--- src/rtl/i2c_target_regif_pkg.sv ---
// Shared types and constants for the I2C register-interface target.
// Holds the FSM state encoding, the ACK/NACK bus levels and the byte/word widths.
package i2c_target_pkg;

    localparam int BYTE_W = 8;
    localparam int WORD_W = 16;

    localparam logic ACK  = 1'b0;
    localparam logic NACK = 1'b1;

    typedef enum logic [3:0] {
        IDLE,
        DEV,
        DEV_ACK,
        PTR,
        PTR_ACK,
        WMSB,
        WMSB_ACK,
        WLSB,
        WLSB_ACK,
        RMSB,
        RMSB_MACK,
        RLSB,
        RLSB_MACK,
        WAIT
    } state_t;

endpackage

--- src/rtl/i2c_target_regif_if.sv ---
// Register-file side of the I2C target: single-cycle strobes out, read data back.
// reg_rdata is sampled exactly one clk after reg_rd_en is high; reg_addr/reg_wdata are valid only with a strobe.
interface i2c_target_regif_if;
    import i2c_target_pkg::*;

    logic              reg_wr_en;
    logic              reg_rd_en;
    logic [BYTE_W-1:0] reg_addr;
    logic [WORD_W-1:0] reg_wdata;
    logic [WORD_W-1:0] reg_rdata;

    modport master (
        output reg_wr_en,
        output reg_rd_en,
        output reg_addr,
        output reg_wdata,
        input  reg_rdata
    );

    modport slave (
        input  reg_wr_en,
        input  reg_rd_en,
        input  reg_addr,
        input  reg_wdata,
        output reg_rdata
    );

endinterface

--- src/rtl/i2c_target_regif_line_filter.sv ---
// Synchronizes and debounces the raw SCL/SDA pins, then flags SCL edges and START/STOP.
// A level must hold for FILTER_LEN consecutive synchronized samples before it is accepted.
module i2c_line_filter #(
    parameter int FILTER_LEN = 3
) (
    input  logic clk,
    input  logic reset_n,
    input  logic scl_i,
    input  logic sda_i,
    output logic sda_o,
    output logic scl_rise_o,
    output logic scl_fall_o,
    output logic start_o,
    output logic stop_o
);
    localparam int CNT_W = (FILTER_LEN > 1) ? $clog2(FILTER_LEN) : 1;

    // Bit 0 carries SCL, bit 1 carries SDA; the bus idles high.
    logic [1:0]       meta_q;
    logic [1:0]       sync_q;
    logic [1:0]       filt_q;
    logic [CNT_W-1:0] cnt_q [2];
    logic [1:0]       upd;

    always_comb begin
        upd = '0;
        for (int i = 0; i < 2; i++) begin
            upd[i] = (sync_q[i] != filt_q[i]) && (cnt_q[i] == CNT_W'(FILTER_LEN - 1));
        end
    end

    always_ff @(posedge clk or negedge reset_n) begin
        if (!reset_n) begin
            meta_q   <= 2'b11;
            sync_q   <= 2'b11;
            filt_q   <= 2'b11;
            cnt_q[0] <= '0;
            cnt_q[1] <= '0;
        end else begin
            meta_q <= {sda_i, scl_i};
            sync_q <= meta_q;
            for (int i = 0; i < 2; i++) begin
                if (sync_q[i] == filt_q[i]) begin
                    cnt_q[i] <= '0;
                end else if (upd[i]) begin
                    filt_q[i] <= sync_q[i];
                    cnt_q[i]  <= '0;
                end else begin
                    cnt_q[i] <= cnt_q[i] + 1'b1;
                end
            end
        end
    end

    assign sda_o      = filt_q[1];
    assign scl_rise_o = upd[0] &  sync_q[0];
    assign scl_fall_o = upd[0] & ~sync_q[0];
    // SDA moving while the accepted SCL level is high is a bus condition, not data.
    assign start_o    = upd[1] & ~sync_q[1] & filt_q[0];
    assign stop_o     = upd[1] &  sync_q[1] & filt_q[0];

endmodule

--- src/rtl/i2c_target_regif.sv ---
// I2C target decoding 7-bit address / 8-bit pointer / 16-bit data transactions into
// single-cycle register-file strobes, with auto-incrementing pointer for bursts.
module i2c_target_regif
    import i2c_target_pkg::*;
#(
    parameter logic [6:0] DEV_ADDR   = 7'h48,
    parameter int         FILTER_LEN = 3,
    parameter int         HOLD_CYC   = 4
) (
    input  logic   clk,
    input  logic   reset_n,
    input  logic   scl_in,
    input  logic   sda_in,
    output logic   sda_oe,
    output logic   busy,
    i2c_target_regif_if.master reg_bus,
    output state_t dbg_state_o
);
    localparam int HOLD_W = $clog2(HOLD_CYC + 1);

    logic sda_f, scl_rise, scl_fall, start_det, stop_det;

    i2c_line_filter #(.FILTER_LEN(FILTER_LEN)) u_filter (
        .clk        (clk),
        .reset_n    (reset_n),
        .scl_i      (scl_in),
        .sda_i      (sda_in),
        .sda_o      (sda_f),
        .scl_rise_o (scl_rise),
        .scl_fall_o (scl_fall),
        .start_o    (start_det),
        .stop_o     (stop_det)
    );

    state_t            state_q, state_d;
    logic [3:0]        bit_cnt_q, bit_cnt_d;
    logic [BYTE_W-1:0] shift_q, shift_d, ptr_q, ptr_d, msb_q, msb_d, addr_q, addr_d;
    logic [WORD_W-1:0] tx_q, tx_d, wdata_q, wdata_d;
    logic [HOLD_W-1:0] hold_q, hold_d;
    logic              rw_q, rw_d, busy_q, busy_d, oe_q, oe_d;
    logic              wr_en_q, wr_en_d, rd_en_q, rd_en_d, fetch_q, fetch_d;
    logic [BYTE_W-1:0] rx_byte;
    logic [3:0]        tx_idx;
    logic              oe_want;

    assign rx_byte = {shift_q[BYTE_W-2:0], sda_f};
    assign tx_idx  = {state_q == RMSB, ~bit_cnt_q[2:0]};

    // Level SDA should settle to once the post-fall hold time has elapsed.
    always_comb begin
        oe_want = 1'b0;
        case (state_q)
            DEV_ACK, PTR_ACK, WMSB_ACK, WLSB_ACK: oe_want = 1'b1;
            RMSB, RLSB:                           oe_want = ~tx_q[tx_idx];
            default:                              oe_want = 1'b0;
        endcase
    end

    always_comb begin
        state_d   = state_q;
        bit_cnt_d = bit_cnt_q;
        shift_d   = shift_q;
        ptr_d     = ptr_q;
        msb_d     = msb_q;
        addr_d    = addr_q;
        tx_d      = tx_q;
        wdata_d   = wdata_q;
        hold_d    = hold_q;
        rw_d      = rw_q;
        busy_d    = busy_q;
        oe_d      = oe_q;
        wr_en_d   = 1'b0;
        rd_en_d   = 1'b0;
        fetch_d   = rd_en_q;

        if (fetch_q) tx_d = reg_bus.reg_rdata;

        if (hold_q != '0) begin
            hold_d = hold_q - 1'b1;
            if (hold_q == HOLD_W'(1)) oe_d = oe_want;
        end

        if (start_det) begin
            state_d   = DEV;
            bit_cnt_d = '0;
            oe_d      = 1'b0;
            hold_d    = '0;
        end else if (stop_det) begin
            state_d   = IDLE;
            bit_cnt_d = '0;
            oe_d      = 1'b0;
            hold_d    = '0;
            busy_d    = 1'b0;
        end else if (scl_rise) begin
            case (state_q)
                DEV, PTR, WMSB, WLSB: begin
                    shift_d   = rx_byte;
                    bit_cnt_d = bit_cnt_q + 4'd1;
                    if (bit_cnt_q == 4'd7) begin
                        case (state_q)
                            DEV: begin
                                if (rx_byte[7:1] == DEV_ADDR) begin
                                    state_d = DEV_ACK;
                                    busy_d  = 1'b1;
                                    rw_d    = rx_byte[0];
                                    rd_en_d = rx_byte[0];
                                    addr_d  = ptr_q;
                                end else begin
                                    state_d = WAIT;
                                end
                            end
                            PTR: begin
                                ptr_d   = rx_byte;
                                state_d = PTR_ACK;
                            end
                            WMSB: begin
                                msb_d   = rx_byte;
                                state_d = WMSB_ACK;
                            end
                            default: begin
                                wr_en_d = 1'b1;
                                addr_d  = ptr_q;
                                wdata_d = {msb_q, rx_byte};
                                ptr_d   = ptr_q + 8'd1;
                                state_d = WLSB_ACK;
                            end
                        endcase
                    end
                end
                RMSB, RLSB: begin
                    bit_cnt_d = bit_cnt_q + 4'd1;
                    if (bit_cnt_q == 4'd7) state_d = (state_q == RMSB) ? RMSB_MACK : RLSB_MACK;
                end
                RMSB_MACK, RLSB_MACK: begin
                    bit_cnt_d = 4'd9;
                    if (sda_f == NACK) begin
                        state_d = WAIT;
                        busy_d  = 1'b0;
                    end else if (state_q == RLSB_MACK) begin
                        ptr_d   = ptr_q + 8'd1;
                        addr_d  = ptr_q + 8'd1;
                        rd_en_d = 1'b1;
                    end
                end
                DEV_ACK, PTR_ACK, WMSB_ACK, WLSB_ACK: bit_cnt_d = 4'd9;
                default: ;
            endcase
        end else if (scl_fall) begin
            hold_d = HOLD_W'(HOLD_CYC);
            // The fall ending the 9th clock hands the bus to the next byte phase.
            if (bit_cnt_q == 4'd9) begin
                bit_cnt_d = '0;
                case (state_q)
                    DEV_ACK:   state_d = rw_q ? RMSB : PTR;
                    PTR_ACK:   state_d = WMSB;
                    WMSB_ACK:  state_d = WLSB;
                    WLSB_ACK:  state_d = WMSB;
                    RMSB_MACK: state_d = RLSB;
                    RLSB_MACK: state_d = RMSB;
                    default:   state_d = state_q;
                endcase
            end
        end
    end

    always_ff @(posedge clk or negedge reset_n) begin
        if (!reset_n) begin
            state_q   <= IDLE;
            bit_cnt_q <= '0;
            shift_q   <= '0;
            ptr_q     <= '0;
            msb_q     <= '0;
            addr_q    <= '0;
            tx_q      <= '0;
            wdata_q   <= '0;
            hold_q    <= '0;
            rw_q      <= 1'b0;
            busy_q    <= 1'b0;
            oe_q      <= 1'b0;
            wr_en_q   <= 1'b0;
            rd_en_q   <= 1'b0;
            fetch_q   <= 1'b0;
        end else begin
            state_q   <= state_d;
            bit_cnt_q <= bit_cnt_d;
            shift_q   <= shift_d;
            ptr_q     <= ptr_d;
            msb_q     <= msb_d;
            addr_q    <= addr_d;
            tx_q      <= tx_d;
            wdata_q   <= wdata_d;
            hold_q    <= hold_d;
            rw_q      <= rw_d;
            busy_q    <= busy_d;
            oe_q      <= oe_d;
            wr_en_q   <= wr_en_d;
            rd_en_q   <= rd_en_d;
            fetch_q   <= fetch_d;
        end
    end

    assign sda_oe            = oe_q;
    assign busy              = busy_q;
    assign dbg_state_o       = state_q;
    assign reg_bus.reg_wr_en = wr_en_q;
    assign reg_bus.reg_rd_en = rd_en_q;
    assign reg_bus.reg_addr  = addr_q;
    assign reg_bus.reg_wdata = wdata_q;

endmodule

--- src/flat_wrapper.sv ---
// flat-port wrapper written by rule: the top's interface ports become plain ports
module i2c_target_regif_flat import i2c_target_pkg::*;
#(
    parameter logic [6:0] DEV_ADDR   = 7'h48,
    parameter int         FILTER_LEN = 3,
    parameter int         HOLD_CYC   = 4
)
  (clk, reset_n, scl_in, sda_in, sda_oe, busy, dbg_state_o, reg_bus_reg_wr_en, reg_bus_reg_rd_en, reg_bus_reg_addr, reg_bus_reg_wdata, reg_bus_reg_rdata);
  i2c_target_regif_if reg_bus_i ();
  input  logic clk;
  input  logic reset_n;
  input  logic scl_in;
  input  logic sda_in;
  output logic sda_oe;
  output logic busy;
  output state_t dbg_state_o;
  output wire logic [$bits(reg_bus_i.reg_wr_en)-1:0] reg_bus_reg_wr_en;
  output wire logic [$bits(reg_bus_i.reg_rd_en)-1:0] reg_bus_reg_rd_en;
  output wire logic [$bits(reg_bus_i.reg_addr)-1:0] reg_bus_reg_addr;
  output wire logic [$bits(reg_bus_i.reg_wdata)-1:0] reg_bus_reg_wdata;
  input wire logic [$bits(reg_bus_i.reg_rdata)-1:0] reg_bus_reg_rdata;
  assign reg_bus_reg_wr_en = reg_bus_i.reg_wr_en;
  assign reg_bus_reg_rd_en = reg_bus_i.reg_rd_en;
  assign reg_bus_reg_addr = reg_bus_i.reg_addr;
  assign reg_bus_reg_wdata = reg_bus_i.reg_wdata;
  assign reg_bus_i.reg_rdata = reg_bus_reg_rdata;
  i2c_target_regif #(.DEV_ADDR(DEV_ADDR), .FILTER_LEN(FILTER_LEN), .HOLD_CYC(HOLD_CYC)) u_core (.clk(clk), .reset_n(reset_n), .scl_in(scl_in), .sda_in(sda_in), .sda_oe(sda_oe), .busy(busy), .reg_bus(reg_bus_i), .dbg_state_o(dbg_state_o));
endmodule
--- config.mk ---
export PLATFORM = sky130hd
export DESIGN_NAME = i2c_target_regif_flat
export DESIGN_NICKNAME = d
export VERILOG_FILES = /design/src/rtl/i2c_target_regif_pkg.sv /design/src/rtl/i2c_target_regif_if.sv /design/src/rtl/i2c_target_regif_line_filter.sv /design/src/rtl/i2c_target_regif.sv /design/src/flat_wrapper.sv
export SDC_FILE = /design/constraint.sdc
export NUM_CORES = 1
export LEC_CHECK = 0
export BUFFER_PORTS_ARGS = -buffer_cell sky130_fd_sc_hd__buf_4
export CORE_UTILIZATION = 28
export DETAILED_ROUTE_END_ITERATION = 12
export GPL_TIMING_DRIVEN = 0
export HOLD_SLACK_MARGIN = 0.03
export SYNTH_ARGS = -nofsm -noshare
export SYNTH_HDL_FRONTEND = slang
export SYNTH_SLANG_ARGS = --single-unit
--- constraint.sdc ---
create_clock -name clk -period 1.75 [get_ports clk]
set_input_delay 0.175 -clock clk [delete_from_list [all_inputs] [get_ports clk]]
set_output_delay 0.175 -clock clk [all_outputs]
set_load 0.02 [all_outputs]
==> impl_metrics.prom, run 1 <==
# TYPE chip_impl_metric gauge
chip_impl_info{name="outcome",value="complete, but fails checks"} 1
chip_impl_info{name="failing_checks",value="negative setup slack"} 1
chip_impl_metric{name="grt_pass1_vias",unit=""} 3369
chip_impl_metric{name="fillCellCount",unit=""} 1517
chip_impl_metric{name="detail_route.iter0.violations",unit=""} 193
chip_impl_metric{name="cts.sink_count",unit=""} 90
chip_impl_metric{name="pre_cts_ws",unit="ns"} -0.430
chip_impl_info{name="endpoint_kind",value="flop"} 1
chip_impl_metric{name="detailedRoute.firstPassIterationCount",unit=""} 5
chip_impl_metric{name="syn_avg_cell_area",unit="um^2"} 12.0
chip_impl_info{name="most_frequent_cell_after_synthesis",value="dfrtp_1"} 1
chip_impl_metric{name="leakage",unit="nW"} 2.84
chip_impl_info{name="maxUsedRoutingLayer",value="met4"} 1
chip_impl_metric{name="yosysSeqAreaShare",unit="%"} 49.8
chip_impl_metric{name="post_drt_via_cell_ratio",unit=""} 4.77
chip_impl_metric{name="synth_to_final_area_change",unit="%"} 36.2
chip_impl_metric{name="clk_pin_slew",unit="ns"} 0.06
chip_impl_metric{name="crit_buf_inv",unit=""} 1
chip_impl_metric{name="synth_top_area_share",unit="%"} 46.3
chip_impl_metric{name="number_of_antenna_violations_at_the_first_check_in_global_routing",unit=""} 0
chip_impl_metric{name="irDropWorstVdd",unit="mV"} 0.608
chip_impl_metric{name="remaining_antenna_violation_count_after_routing",unit=""} 0
chip_impl_info{name="post_synth_most_frequent_cells",value="84 x dfrtp_1, 53 x mux2_2, 24 x nor2_1, 23 x nand2_1, 18 x a21oi_1"} 1
chip_impl_metric{name="cap_viol_max_count",unit=""} 0
chip_impl_metric{name="skew",unit="ns"} 0.00906
chip_impl_metric{name="wire_per_inst",unit="um"} 15.6
chip_impl_metric{name="synth.lib_cells_used.distinct",unit=""} 69
chip_impl_metric{name="total_nets_after_synthesis",unit=""} 404
chip_impl_metric{name="ys_ff_latch",unit=""} 90
chip_impl_info{name="critical-path-top-delay-family",value="simple AND/OR/NAND/NOR gates"} 1
chip_impl_metric{name="edff_count_synth",unit=""} 0
chip_impl_info{name="rsz0062_at_grt",value="true"} 1
chip_impl_metric{name="crit_path_max_fanout",unit=""} 4
chip_impl_metric{name="synth.cell_area",unit="um^2"} 4540
chip_impl_metric{name="setup-violations-final",unit=""} 34
chip_impl_metric{name="drive_gt1_share",unit="%"} 50.8
chip_impl_metric{name="power_density",unit="nW/um^2"} 1190
chip_impl_metric{name="syn-instance-count",unit=""} 378
chip_impl_metric{name="die_width",unit="um"} 129
chip_impl_metric{name="grt_start_max_net_pins",unit=""} 91
chip_impl_info{name="ys.flop_type",value="dfrtp_1"} 1
chip_impl_metric{name="gp_routability_congestion",unit=""} 0.894
chip_impl_info{name="worst_setup_path_start_kind",value="flop"} 1
chip_impl_metric{name="cts_buffer_depth",unit=""} 2
chip_impl_metric{name="post-route-period-util",unit="%"} 107
chip_impl_info{name="criticalPathCategory",value="reg2reg"} 1
chip_impl_info{name="crit_chain",value="buf_4 -> nor3_1 -> nor3_2 -> a311oi_4 -> nor2_4 -> mux2_4"} 1
chip_impl_metric{name="grt_util_all_layers",unit="%"} 13.1
chip_impl_metric{name="clock.fmax",unit="MHz"} 533
chip_impl_metric{name="grt_overflow",unit=""} 0
chip_impl_metric{name="multi_input_comb_area",unit="um^2"} 2430
chip_impl_metric{name="met3_wire_len",unit="um"} 595
chip_impl_metric{name="floorplan.die.height",unit="um"} 129
chip_impl_metric{name="clk_latency",unit="ns"} 0.34
chip_impl_metric{name="final_util",unit="%"} 39.0
chip_impl_metric{name="final_max_slew_viol_count",unit=""} 0
chip_impl_metric{name="die-area",unit="um^2"} 16700
chip_impl_info{name="tritoncts",value="yes"} 1
chip_impl_metric{name="yosys_warnings",unit=""} 0
chip_impl_info{name="synth_top_cells_by_area",value="dfrtp_1 46%, mux2_2 13%, dfstp_2 3.5%"} 1
chip_impl_metric{name="async_set_or_reset_register_ratio_after_synthesis",unit="%"} 100
chip_impl_info{name="cts-root-buf",value="clkbuf_16"} 1
chip_impl_metric{name="ant_diodes",unit=""} 0
chip_impl_metric{name="rows",unit=""} 46
chip_impl_info{name="synth_top_cell_by_area",value="dfrtp_1"} 1
chip_impl_metric{name="register_area",unit="um^2"} 2270
chip_impl_info{name="worst_hold_path_type",value="in2async"} 1
chip_impl_metric{name="hold_viol",unit=""} 0
chip_impl_metric{name="critPathMaxStageDelay",unit="ns"} 0.44
chip_impl_metric{name="amount_of_wire_on_met2_after_detailed_routing",unit="um"} 5580
chip_impl_metric{name="detailedPlacementHpwl",unit="um"} 6980
chip_impl_metric{name="effective_utilization_at_floorplan",unit="%"} 28.7
chip_impl_metric{name="relSlewSlack",unit="%"} 22.3
chip_impl_metric{name="worst-endpoint-required",unit="ns"} 1.98
chip_impl_metric{name="top_level_ports",unit=""} 52
chip_impl_metric{name="fin_crit",unit="ns"} 1.88
chip_impl_metric{name="wire_length_after_detailed_routing",unit="um"} 11000
chip_impl_metric{name="layout.nets",unit=""} 509
chip_impl_metric{name="cts_made_buffers",unit=""} 9
chip_impl_metric{name="buffer_ports.inserted",unit=""} 51
chip_impl_metric{name="tightestPinTransition",unit="ns"} 1.17
chip_impl_info{name="critical_path.slowest_cell",value="dfrtp_2"} 1
chip_impl_metric{name="grt_first_pass_wirelength",unit="um"} 16900
chip_impl_metric{name="met1_length",unit="um"} 4620
chip_impl_metric{name="reg2reg_slack",unit="ns"} -0.13
chip_impl_metric{name="htreeDepth",unit=""} 3
chip_impl_metric{name="vias",unit=""} 3358
chip_impl_metric{name="layout_setup_ws",unit="ns"} -0.126
chip_impl_metric{name="drc",unit=""} 0
chip_impl_metric{name="cp.arrival",unit="ns"} 2.10
chip_impl_metric{name="design.core.area",unit="um^2"} 15800
## metal layers
layer  vias to the layer above  track usage [%]
met5                         -                0
li1                       1577                -
met2                       104             22.0
met4                         0             3.67
met1                      1656             16.3
met3                        21             3.92
## state kept, by name (all words and copies together) (netlist names), 2 cells and up
signal,cells
u_core.dbg_state_o,4
u_core.shift_q,7
u_core.ptr_q,8
u_core.msb_q,8
u_core.bit_cnt_q,4
u_core.u_filter.filt_q,2
u_core.hold_q,3
u_core.u_filter.cnt_q,4
u_core.reg_bus.reg_wdata,16
u_core.reg_bus.reg_addr,8
u_core.u_filter.sync_q,2
u_core.u_filter.meta_q,2
u_core.tx_q,16
## where the power goes
part           switching, W  total [W]  internal (W)
Sequential         0.000357    0.00284       0.00249
Clock              0.000824    0.00179      0.000962
Combinational       0.00142    0.00275       0.00133
## layout by cell type (no fill, tap or decap), drive strengths merged, types with 3 or more instances in the layout
cell type	Yosys	final
nand2	26	26
nor3b	3	3
a211oi	3	3
mux2	62	62
and3	5	5
o21ai	13	13
clkinvlp	0	4
mux2i	3	3
buf	11	104
dfstp	6	6
or2	3	3
mux4	4	4
nor3	13	13
xnor2	6	6
a21oi	19	19
dfrtp	84	84
a31oi	5	5
inv	7	7
nor2	25	25
xor2	6	6
ha	6	6
o22ai	6	6
nand3	9	9
clkbuf	7	16
a21boi	3	3
nand2b	10	10
## final cells by class
class / instances / share of cell area, %
clock inverter: 6 / 0.709
buffer: 16 / 2.03
clock buffer: 10 / 3.71
inverter: 7 / 0.425
tap: 216 / 4.38
sequential: 90 / 36.8
timing repair buffer: 96 / 12.6
multi-input combinational: 263 / 39.4
## metrics by stage
| stage | hold slack [ns] | power [W] | instance area [um^2] | TNS [ns] | cells |
|---|---|---|---|---|---|
| final | 0.0520 | 0.00738 | 6180 | -2.37 | 704 |
| after global routing | 0.0536 | 0.00778 | 6180 | -4.92 | 704 |
| after CTS | 0.0499 | 0.00712 | 5900 | -3.02 | 690 |
| after detailed placement | 0.286 | 0.00499 | 5210 | -12.69 | 645 |
| after global placement | 0.286 | 0.00490 | 5210 | -11.85 | 645 |
| after floorplan | -0.121 | 0.00439 | 4560 | -2.34 | 378 |
## what timing repair did
action	4_1_cts	5_1_grt
pin swaps	13	12
hold endpoints to repair	2	0
gates resized for setup	40	37
endpoints found under the setup margin	53	60
setup buffers	28	14
gates cloned	1	1
hold buffers	2	0
## cells by family after synthesis
| family | synth area share [%] |
|---|---|
| compound gates | 9.52 |
| xor+xnor | 2.32 |
| fa+ha+maj | 1.66 |
| buf+inv | 3.17 |
| flops | 49.8 |
| mux | 18.8 |
| simple gates | 14.7 |
## worst register-to-register path: stages, from the launching register on
cell	delay (ns)
dfrtp_2	0.44
buf_4	0.16
nor3_1	0.33
nor3_2	0.12
a311oi_4	0.31
nor2_4	0.10
mux2_4	0.31
## worst paths after layout
check                      depth (start not counted)                      start                    endpoint
min reg2reg                                        0  u_core.u_filter.meta_q[1]   u_core.u_filter.sync_q[1]
max in group asynchronous                          1                    reset_n       u_core.dbg_state_o[2]
max                                                6      u_core.dbg_state_o[2]       u_core.dbg_state_o[0]
max reg2reg                                        6      u_core.dbg_state_o[2]       u_core.dbg_state_o[0]
min in group clk                                   2      reg_bus_reg_rdata[12]             u_core.tx_q[12]
min                                                1                    reset_n  u_core.reg_bus.reg_addr[4]
No activity file was read; power rests on OpenSTA's default activity.
==> run 2, diff against run 1 <==
--- a/config.mk
+++ b/config.mk
@@ -5,6 +5,7 @@
 export SDC_FILE = /design/constraint.sdc
 export NUM_CORES = 1
 export LEC_CHECK = 0
+export ABC_AREA = 1
 export BUFFER_PORTS_ARGS = -buffer_cell sky130_fd_sc_hd__buf_4
 export CORE_UTILIZATION = 28
 export DETAILED_ROUTE_END_ITERATION = 12
==> constraint.sdc (replaced) <==
create_clock -name clk -period 2 [get_ports clk]
set_input_delay 0.2 -clock clk [delete_from_list [all_inputs] [get_ports clk]]
set_output_delay 0.2 -clock clk [all_outputs]
set_load 0.02 [all_outputs]
==> run 2 against run 1 <==
Compared with the run above: the run now ends clean; synthesized area rose by 0.55%; worst hold slack improved by 0.013 ns; combinational power fell by 38%; final cell count rose by 20%; first-iteration DRC count rose by 20%; maximum frequency rose by 2.4%; largest cell class is now sequential cells; critical endpoint is now u_core.reg_bus.reg_addr[1]; sequential share of layout area rose by 3.8 points; non-clock buffer count fell by 42; utilization fell by 3.9 points; die area rose by 0.54%; power fell by 21%.
==> impl_metrics.prom, run 2 <==
# TYPE chip_impl_metric gauge
chip_impl_info{name="cts-root-buf",value="clkbuf_16"} 1
chip_impl_info{name="synth_top_cell_by_area",value="dfrtp_1"} 1
chip_impl_metric{name="buffer_ports.inserted",unit=""} 51
chip_impl_info{name="worst_hold_path_type",value="in2reg"} 1
chip_impl_info{name="holdCritStartpoint",value="reg_bus_reg_rdata[5]"} 1
chip_impl_metric{name="met1_length",unit="um"} 5140
chip_impl_metric{name="grt_start_max_net_pins",unit=""} 91
chip_impl_metric{name="vias",unit=""} 3805
chip_impl_metric{name="critPathMaxStageDelay",unit="ns"} 0.54
chip_impl_info{name="worst_setup_path_start_kind",value="flop"} 1
chip_impl_metric{name="hold_viol",unit=""} 0
chip_impl_info{name="post_synth_most_frequent_cells",value="180 x nand2_1, 84 x dfrtp_1, 59 x o21ai_0, 56 x inv_1, 37 x nor2_1"} 1
chip_impl_metric{name="rows",unit=""} 46
chip_impl_metric{name="floorplan.die.height",unit="um"} 130
chip_impl_metric{name="grt_first_pass_wirelength",unit="um"} 18000
chip_impl_info{name="maxUsedRoutingLayer",value="met4"} 1
chip_impl_metric{name="grt_pass1_vias",unit=""} 3642
chip_impl_metric{name="synth_to_final_area_change",unit="%"} 22.4
chip_impl_info{name="crit_chain",value="inv_1 -> nor2_1 -> nand2_4 -> clkinvlp_4 -> buf_2 -> nand2_2 -> buf_6 -> nand2_1 -> o21ai_2"} 1
chip_impl_metric{name="cts_made_buffers",unit=""} 9
chip_impl_metric{name="amount_of_wire_on_met2_after_detailed_routing",unit="um"} 4830
chip_impl_metric{name="drc",unit=""} 0
chip_impl_metric{name="post-route-period-util",unit="%"} 91.6
chip_impl_metric{name="skew",unit="ns"} 0.00735
chip_impl_metric{name="drive_gt1_share",unit="%"} 21.7
chip_impl_metric{name="setup-violations-final",unit=""} 0
chip_impl_metric{name="wire_per_inst",unit="um"} 12.6
chip_impl_metric{name="detail_route.iter0.violations",unit=""} 232
chip_impl_metric{name="wire_length_after_detailed_routing",unit="um"} 10700
chip_impl_metric{name="fin_worst_hold_slack",unit="ns"} 0.0646
chip_impl_metric{name="clk_pin_slew",unit="ns"} 0.06
chip_impl_metric{name="edff_count_synth",unit=""} 0
chip_impl_metric{name="top_level_ports",unit=""} 52
chip_impl_metric{name="synth_top_area_share",unit="%"} 46.1
chip_impl_metric{name="design.core.area",unit="um^2"} 15900
chip_impl_metric{name="crit_path_max_fanout",unit=""} 10
chip_impl_metric{name="tightestPinTransition",unit="ns"} 1.15
chip_impl_metric{name="relSlewSlack",unit="%"} 23.6
chip_impl_metric{name="detailedPlacementHpwl",unit="um"} 7630
chip_impl_info{name="synth_top_cells_by_area",value="dfrtp_1 46%, nand2_1 15%, o21ai_0 6.5%"} 1
chip_impl_metric{name="synth.lib_cells_used.distinct",unit=""} 35
chip_impl_metric{name="post_drt_via_cell_ratio",unit=""} 4.50
chip_impl_metric{name="gp_routability_congestion",unit=""} 0.887
chip_impl_metric{name="reg2reg_slack",unit="ns"} 0.17
chip_impl_metric{name="ys_ff_latch",unit=""} 90
chip_impl_metric{name="cp.arrival",unit="ns"} 2.06
chip_impl_metric{name="area_of_all_placed_cells_without_fillers",unit="um^2"} 5580
chip_impl_metric{name="timing.reg2reg.worst_path_depth",unit=""} 9
chip_impl_metric{name="ant_diodes",unit=""} 0
chip_impl_metric{name="cts_buffer_depth",unit=""} 2
chip_impl_info{name="most_common_cell_after_layout_fill_and_taps_aside",value="nand2_1"} 1
chip_impl_metric{name="htreeDepth",unit=""} 3
chip_impl_metric{name="grt_util_all_layers",unit="%"} 13.8
chip_impl_metric{name="met3_wire_len",unit="um"} 559
chip_impl_metric{name="die-area",unit="um^2"} 16800
chip_impl_metric{name="dpl_cell_area",unit="um^2"} 5210
chip_impl_metric{name="total_nets_after_synthesis",unit=""} 585
chip_impl_metric{name="effective_utilization_at_floorplan",unit="%"} 28.7
chip_impl_metric{name="syn_avg_cell_area",unit="um^2"} 8.16
chip_impl_info{name="hold_end",value="u_core.tx_q[5]"} 1
chip_impl_info{name="endpoint_kind",value="flop"} 1
chip_impl_metric{name="final_max_slew_viol_count",unit=""} 0
chip_impl_info{name="criticalPathCategory",value="reg2reg"} 1
chip_impl_info{name="timing.rr.start",value="u_core.u_filter.sync_q[0]"} 1
chip_impl_info{name="regToRegEndpoint",value="u_core.reg_bus.reg_addr[1]"} 1
chip_impl_metric{name="detailedRoute.firstPassIterationCount",unit=""} 7
chip_impl_metric{name="number_of_antenna_violations_at_the_first_check_in_global_routing",unit=""} 0
chip_impl_info{name="outcome",value="finished, final reports clean"} 1
chip_impl_metric{name="irDropWorstVdd",unit="mV"} 0.463
chip_impl_metric{name="cap_viol_max_count",unit=""} 0
chip_impl_metric{name="remaining_antenna_violation_count_after_routing",unit=""} 0
chip_impl_metric{name="syn-instance-count",unit=""} 559
chip_impl_metric{name="synth.cell_area",unit="um^2"} 4560
chip_impl_info{name="most-common-layout-cells",value="180 x nand2_1, 80 x dfrtp_1, 59 x o21ai_0"} 1
chip_impl_metric{name="leakage",unit="nW"} 2.75
chip_impl_metric{name="yosysSeqAreaShare",unit="%"} 49.5
chip_impl_metric{name="clock.fmax",unit="MHz"} 546
chip_impl_metric{name="yosys_warnings",unit=""} 0
chip_impl_info{name="ys.flop_type",value="dfrtp_1"} 1
chip_impl_info{name="most_frequent_cell_after_synthesis",value="nand2_1"} 1
chip_impl_info{name="critical_path.slowest_cell",value="dfstp_2"} 1
chip_impl_metric{name="power_density",unit="nW/um^2"} 1050
chip_impl_metric{name="grt_overflow",unit=""} 0
chip_impl_metric{name="worstHoldPathCells",unit=""} 3
chip_impl_metric{name="die_width",unit="um"} 130
chip_impl_metric{name="worst-endpoint-required",unit="ns"} 2.23
chip_impl_metric{name="layout.nets",unit=""} 651
chip_impl_metric{name="fin_crit",unit="ns"} 1.83
chip_impl_metric{name="clk_latency",unit="ns"} 0.34
chip_impl_metric{name="cts.sink_count",unit=""} 90
chip_impl_metric{name="async_set_or_reset_register_ratio_after_synthesis",unit="%"} 100
chip_impl_info{name="tritoncts",value="yes"} 1
## run 2: stage by stage
step	setup WS (ns)	TNS (ns)	utilization [%]	total power, W	cells
4_1_cts	0.0103	0	35.0	0.00590	846
3_3_place_gp	-0.0981	-1.10	32.8	0.00409	826
5_1_grt	-0.00625	-0.0141	35.1	0.00625	846
2_1_floorplan	0.264	0	-	0.00358	559
3_5_place_dp	-0.108	-1.10	32.8	0.00411	826
6_report	0.169	0	35.1	0.00584	846
## run 2: cell type report
class	count	area [um^2]
clock inverters	3	47.5
repair buffers	56	425
fillers	1722	10300
well taps	216	270
inverters	63	253
clock buffers	13	260
flip-flops and latches	90	2260
plain buffers	14	91.3
multi-input cells	391	1970
## run 2: worst max-delay path: cells and delay by family (launching register included)
kind,cells,cell delay (ns)
simple gates,4,0.49
compound gates,1,0.05
buf+inv,4,0.64
flops,1,0.54
## run 2: where the power goes
group / total, W / internal [W] / switching [W]
clock network: 0.00175 / 0.00104 / 0.000710
logic: 0.00171 / 0.000607 / 0.00110
registers: 0.00238 / 0.00213 / 0.000250
total: 0.00584 / 0.00378 / 0.00206
## run 2: kinds of logic after synthesis
group / share of synthesized area [%]
compound gates: 10.8
fa+ha+maj: 1.65
xor+xnor: 1.34
mux: 2.94
buf+inv: 7.49
flops: 49.5
simple gates: 26.3
## run 2: per-layer routing
layer  global-route usage [%]  vias up
met1                     18.8     1798
met4                     4.86        0
met3                     3.34       13
li1                         -     1915
met2                     21.3       79
met5                        0        -
## run 2: worst max-delay path by stage
stage	startpoint	to	cells past startpoint
after detailed placement	u_core.bit_cnt_q[1]	u_core.reg_bus.reg_wdata[6]	9
after floorplan	u_core.dbg_state_o[0]	u_core.reg_bus.reg_wdata[5]	9
after CTS	u_core.u_filter.sync_q[0]	u_core.ptr_q[6]	8
after global placement	u_core.bit_cnt_q[1]	u_core.reg_bus.reg_wdata[4]	9
final	u_core.u_filter.sync_q[0]	u_core.reg_bus.reg_addr[1]	9
after global routing	u_core.bit_cnt_q[0]	u_core.reg_bus.reg_addr[1]	11
## run 2: timing repair
action | CTS | global route
hold buffers | 2 | 0
pin swaps | 2 | 2
endpoints found under the setup margin | 24 | 24
endpoints found under the hold margin | 2 | 0
resized for setup | 1 | 9
buffers inserted | 2 | 1
